## src/rtl/led_frame_sequencer.sv

```systemverilog
// led_frame_sequencer: fetches, scales and hands GRB words to the serializer, then
// holds the latch gap; supports one-shot, auto-refresh and all-off frames.
module led_frame_sequencer #(
  parameter int NUM_LEDS     = 8,
  parameter int IDX_W        = 3,
  parameter int LATCH_CYCLES = 2500,
  parameter int FRAME_CYCLES = 833333,
  parameter int TMR_W        = 20
) (
  input  logic             clk,
  input  logic             reset,
  input  logic             start,
  input  logic             run,
  input  logic             clr,
  input  logic [7:0]       brightness,
  output logic             rd_en,
  output logic [IDX_W-1:0] rd_addr,
  input  logic [23:0]      rd_data,
  output logic             ser_valid,
  output logic [23:0]      ser_data,
  input  logic             ser_ready,
  input  logic             ser_idle,
  output logic             busy,
  output logic             frame_done,
  output logic             overrun
);
  typedef enum logic [2:0] {IDLE, FETCH, CAPT, SEND, DRAIN, LATCH} stateT;
  localparam logic [IDX_W-1:0] LAST = IDX_W'(NUM_LEDS - 1);
  localparam logic [TMR_W-1:0] FRAME_LOAD = TMR_W'(FRAME_CYCLES - 1);
  localparam logic [TMR_W-1:0] LATCH_LOAD = TMR_W'(LATCH_CYCLES - 1);
  stateT state, stateNext;
  logic [IDX_W-1:0] idx, idxNext;
  logic [23:0] word, wordNext;
  logic [TMR_W-1:0] ptmr, ptmrNext, ltmr, ltmrNext;
  logic clrFrame, clrFrameNext, overrunNext;
  // (c * (brightness+1)) >> 8 keeps 255 as unity gain and 0 as fully off
  function automatic logic [7:0] scale(input logic [7:0] c, input logic [7:0] b);
    return 8'(({8'd0, c} * ({8'd0, b} + 16'd1)) >> 8);
  endfunction
  assign busy       = state != IDLE;
  assign rd_en      = state == FETCH;
  assign rd_addr    = rd_en ? idx : '0;
  assign ser_valid  = state == SEND;
  assign ser_data   = word;
  assign frame_done = state == LATCH && ltmr == '0;
  always_ff @(posedge clk) begin
    if (reset) begin
      state    <= IDLE;
      idx      <= '0;
      word     <= '0;
      ptmr     <= '0;
      ltmr     <= '0;
      clrFrame <= 1'b0;
      overrun  <= 1'b0;
    end else begin
      state    <= stateNext;
      idx      <= idxNext;
      word     <= wordNext;
      ptmr     <= ptmrNext;
      ltmr     <= ltmrNext;
      clrFrame <= clrFrameNext;
      overrun  <= overrunNext;
    end
  end
  always_comb begin
    stateNext    = state;
    idxNext      = idx;
    wordNext     = word;
    ptmrNext     = ptmr != '0 ? ptmr - 1'b1 : ptmr;
    ltmrNext     = ltmr;
    clrFrameNext = clrFrame;
    overrunNext  = overrun | (busy & run & ptmr == '0);
    case (state)
      IDLE: begin
        if (clr) begin
          clrFrameNext = 1'b1;
          idxNext      = '0;
          ptmrNext     = FRAME_LOAD;
          stateNext    = CAPT;
        end else if (start || (run && ptmr == '0)) begin
          clrFrameNext = 1'b0;
          idxNext      = '0;
          ptmrNext     = FRAME_LOAD;
          overrunNext  = start ? 1'b0 : overrun;
          stateNext    = FETCH;
        end
      end
      FETCH: stateNext = CAPT;
      CAPT: begin
        wordNext  = clrFrame ? 24'd0 : {scale(rd_data[23:16], brightness),
                                        scale(rd_data[15:8], brightness),
                                        scale(rd_data[7:0], brightness)};
        stateNext = SEND;
      end
      SEND: begin
        if (ser_ready) begin
          stateNext = idx == LAST ? DRAIN : (clrFrame ? CAPT : FETCH);
          idxNext   = idx == LAST ? idx : idx + 1'b1;
        end
      end
      DRAIN: begin
        if (ser_idle) begin
          ltmrNext  = LATCH_LOAD;
          stateNext = LATCH;
        end
      end
      LATCH: begin
        ltmrNext     = ltmr != '0 ? ltmr - 1'b1 : ltmr;
        clrFrameNext = ltmr == '0 ? 1'b0 : clrFrame;
        stateNext    = ltmr == '0 ? IDLE : LATCH;
      end
      default: stateNext = IDLE;
    endcase
  end
endmodule

```

## config.mk

```make
export PLATFORM = sky130hd
export DESIGN_NAME = led_frame_sequencer
export DESIGN_NICKNAME = d
export VERILOG_FILES = /design/src/rtl/led_frame_sequencer.sv
export SDC_FILE = /design/constraint.sdc
export NUM_CORES = 1
export LEC_CHECK = 0
export ABC_CLOCK_PERIOD_IN_PS = 8700
export BUFFER_PORTS_ARGS = -buffer_cell sky130_fd_sc_hd__buf_2
export CAP_MARGIN = 10
export CORE_MARGIN = 5
export CORE_UTILIZATION = 45
export CTS_CLUSTER_SIZE = 40
export DETAILED_ROUTE_END_ITERATION = 12
export SETUP_SLACK_MARGIN = 0.4
export SYNTH_ARGS = -nofsm -noshare
export SYNTH_HDL_FRONTEND = slang
export SYNTH_SLANG_ARGS = --single-unit
export TNS_END_PERCENT = 30
```

## constraint.sdc

```tcl
create_clock -name clk -period 8.7 [get_ports clk]
set_clock_uncertainty 0.2 [all_clocks]
set_input_delay 1.305 -clock clk [delete_from_list [all_inputs] [get_ports clk]]
set_output_delay 1.305 -clock clk [all_outputs]
set_load 0.05 [all_outputs]
```

==> run summary <==
From synthesis to final layout, the design area changed by 9.89%. VDD sags by at most 0.000194 V. The via count of the first global-routing pass is 7737.

Among all stages on the critical path, the largest delay is contributed by sky130_fd_sc_hd__xnor2_2. In this run, post-CTS repair resized a total of 0 instances. The synthesized design spends more area on one cell type than any other, namely sky130_fd_sc_hd__fa_1. The tools report the number of max-slew violations in the final report as 0. Count of hold-fix buffers inserted at cts: 0. The buffering stage count on the worst path with inverters included works out to 5. In this run the remaining antenna-violating nets after routing total 0.

The congestion estimate from routability-driven global placement came to 0.822. The count of inserted antenna diode cells came out at 0. The worst hold path was traced through 2 stages. Yosys mapped the design onto 63 distinct sky130hd cell types. Averaged over all synthesized cells, the footprint is 8.73 um2. The most crowded layer after global routing was met2.

The startpoint of the tightest hold check path was ser_data[7]. The adder-cell area share of the yosys netlist is 38.3%. Top cell family by delay on the critical path: adder cells.

The floorplan step set the die width to 156 um. STA classifies the critical path startpoint as an input port. The tools report the launching instance or port of the critical path as brightness[0]. The signal on the critical path passes through buf_2 -> ha_1 -> nand3_1 -> xnor2_2 -> buf_4 -> nand2_1 -> fa_1 -> fa_1 -> inv_1 -> fa_1 -> inv_1 -> fa_1 -> inv_1 -> ha_1 -> nand2_1 -> o311ai_0 -> nor2_1 -> o31ai_1 -> xnor2_1 -> o21ai_0. For this run, the slowest stage of the critical path takes 0.64 ns. Type of element capturing the critical path: a flop. The logs give 45.7% for the initial core utilization and 18.2% for the overall track demand over capacity in global routing. The number of clock sinks is 72, and the clock input transition at the sequential cells of the worst setup and hold paths is 0.06 ns.

Total non-filler cell area in the finished layout: 10600 um2. The total via count in the routed design was 7411. The routed design has 21.0 mm of wire. Clock tree synthesis selected as its root buffer the cell sky130_fd_sc_hd__clkbuf_16. For the worst setup path, the data arrival time is 6.90 ns. Counting instances in the post-synthesis netlist gives the leading cell types as 155 x sky130_fd_sc_hd__inv_1, 153 x sky130_fd_sc_hd__and2_1, 120 x sky130_fd_sc_hd__fa_1. The final-stage net count is 1420, and the DRC violation count after routing is 0. Setup repair after global routing left no endpoint under its margin. For the post-CTS setup repair buffer count, the log shows 0. The total negative slack for setup checks is 0 ns, and the slew of the pin with the lowest slew margin is 1.07 ns. The floorplan step defined a die boundary enclosing 24400 um2. The fraction of final layout cells sized beyond drive strength 1 came out at 9.88%.

TritonCTS built the clock tree. Max-cap violations in this run came to 0. Post-synthesis sequential element count: 72.

Largest family of logic cells by synthesized area: adder cells. The synthesized netlist devotes 9.47% of its cell area to compound gates. The share of synthesized registers carrying an async set or reset was 0%; the worst setup slack for register-to-register paths was 5.83 ns. Most used standard cell by instance count after synthesis: sky130_fd_sc_hd__inv_1.

Summing the areas of all and, or, nand and nor instances in the mapped netlist gives 24.0% of the synthesized area. The global-route track usage on met3 was 3.13%; the power density normalized to cell area was 211 nW/um2. In the global route stage, met1 resource usage came out at 25.3%. The tools report the endpoint of the worst hold-timing path as ser_data[7].

The final cell count without fillers was 1439; the synthesized area was 9620 um2. The portion of netlist area occupied by mux cells is 0.104%, and the number of fill cells is 2012. By area the synthesized netlist is led by sky130_fd_sc_hd__fa_1 25%, sky130_fd_sc_hd__dfxtp_1 15%, sky130_fd_sc_hd__ha_1 13%, sky130_fd_sc_hd__and2_1 10%, sky130_fd_sc_hd__inv_1 6.1%. The placeable core region came out at 21000 um2.

For the number of search-and-repair iterations in the first detailed-routing pass, the log shows 4. The path depth of the worst reg2reg path came out at 7. The run gives 0 as the sum of overflow across all layers after global routing. The synthesized netlist cell count came out at 1101. The tightest min-delay check is of the reg2reg type. After legalization and detailed placement, the total HPWL measured 16.4 mm. In the finished design, the share of the clock period the worst path needs comes to 79.4%. Maximum achievable frequency: 145 MHz. The run finished with clean final reports. Prior to clock tree synthesis, the placed netlist has a worst setup slack of 1.46 ns. The final total power was 2230 uW. The tools report the maximum level of the CTS H-tree as 3.

After detailed placement, the total cell area comes to 10300 um2. The violation count after the first detailed-routing iteration is 291, and the number of input and output port buffers inserted is 70. The top cell type by area accounts for 25.0% of the synthesized area.

The number of antenna violations at the first check in global routing is 0, and the post-route minimum period is 6.91 ns. The total count of hold-check failures in the final report is 0, and the relative slew slack is 28.6%. The maximum fanout along the worst path is 24. The run gives 29.8% as the met2 track demand over resource in global routing. The run gives 0 as the total of endpoints with negative setup slack in the final report. The sequential cell area fraction in the yosys report came out at 15.0%. Summing the areas of all xor and xnor instances in the mapped netlist gives 5.83% of the synthesized area.

Counting along the longest clock path gives a buffer depth of 2. At the later pin of the worst-skew pair, clock insertion delay measures 0.34 ns. For this design the top-level I/O count stands at 71. The number of enable flip-flop cells after synthesis is 0, and the TritonCTS buffer count is 9. In this run the vertical extent of the chip is 156 um.

The worst path meets setup with 1.79 ns of slack. The startpoint identified for the worst register-to-register timing path is ptmr[15]. The run gives 34 as the pin count of the biggest net entering global routing. Classification of the worst setup path: in2reg. The endpoint identified for the worst register-to-register timing path is ptmr[1]. The number of warning messages in the yosys log came out at 0. The number of vias per cell is 5.15, and the instance count after placement with tap cells included is 1423. The most used flip-flop cell after synthesis is sky130_fd_sc_hd__dfxtp_1.

The first global-routing pass estimated 36.8 mm of wire. The detail-routed net length per standard cell was 14.6 um; the required time reported for the critical path endpoint was 8.69 ns. In this run the core area contains 53 standard-cell rows.

When the netlist entered floorplanning its net count stood at 1362. Counting stages on the worst path, the most repeated cell is sky130_fd_sc_hd__fa_1. Summed over all cells, the static leakage comes to 0.00505 uW.
[worst max path at each step]
stage	to	cells after the start
detailed placement	ser_data[6]	20
finish	ser_data[6]	20
CTS	ser_data[6]	20
global placement	ser_data[4]	19
floorplan	ser_data[14]	18
global route	ser_data[6]	19
[sequential cells by signal, indices dropped and copies added (netlist names)]
signal / flops
idx: 3
ltmr: 20
overrun: 1
clrFrame: 1
ser_data: 24
state: 3
ptmr: 20
[per-stage QoR]
step / hold slack, ns / util (%)
3_3_place_gp: 0.231 / 49.0
6_report: 0.252 / 50.3
5_1_grt: 0.279 / 50.3
4_1_cts: 0.260 / 50.3
2_1_floorplan: 0.260 / -
3_5_place_dp: 0.240 / 49.0
[per-layer routing]
layer  vias to the layer above  part of all wire, %  wire (um)
met3                        23                  4.4        926
li1                       3691                    -          -
met1                      3574                   48      10100
met4                         0                  1.3        267
met2                       123                   46       9700
met5                         -                    0          0
[placed cells by master, fill, tap and decap left out, drive strengths merged, types with 13 or more instances in the layout]
cell type / instances
nand3: 15
inv: 156
ha: 102
nand2b: 17
nor2: 51
nor3: 21
xnor2: 46
o21ai: 38
nor4: 13
nand2: 75
and2: 153
buf: 80
a21oi: 44
xor2: 18
dfxtp: 72
nor2b: 19
fa: 120
[worst min-delay path: cells and delay by family, from the launching register on]
kind	cells	cell delay [ns]
compound gates	1	0.05
flops	1	0.32
simple gates	1	0.04
[power breakdown]
part | leakage (uW) | switching (uW) | internal [uW]
combinational | 0.00434 | 867 | 586
clock | 0.000121 | 159 | 194
sequential | 0.000587 | 40.1 | 383
total | 0.00505 | 1070 | 1160
[layout make-up]
cell class                 instances  area (um2)  share of cell area (%)
multi-input combinational        841        7500                    71.0
clock inverter                     6        43.8                   0.414
clock buffer                      10         229                    2.17
inverter                         155         582                    5.51
sequential                        72        1440                    13.6
tap                              275         344                    3.26
timing repair buffer              80         425                    4.03
[cells by family after synthesis]
kind of cell    count (synthesis)
buf+inv                       188
simple gates                  411
flops                          72
fa+ha+maj                     222
xor+xnor                       64
compound gates                143
mux                             1
Power figures use the tool's default switching activity.
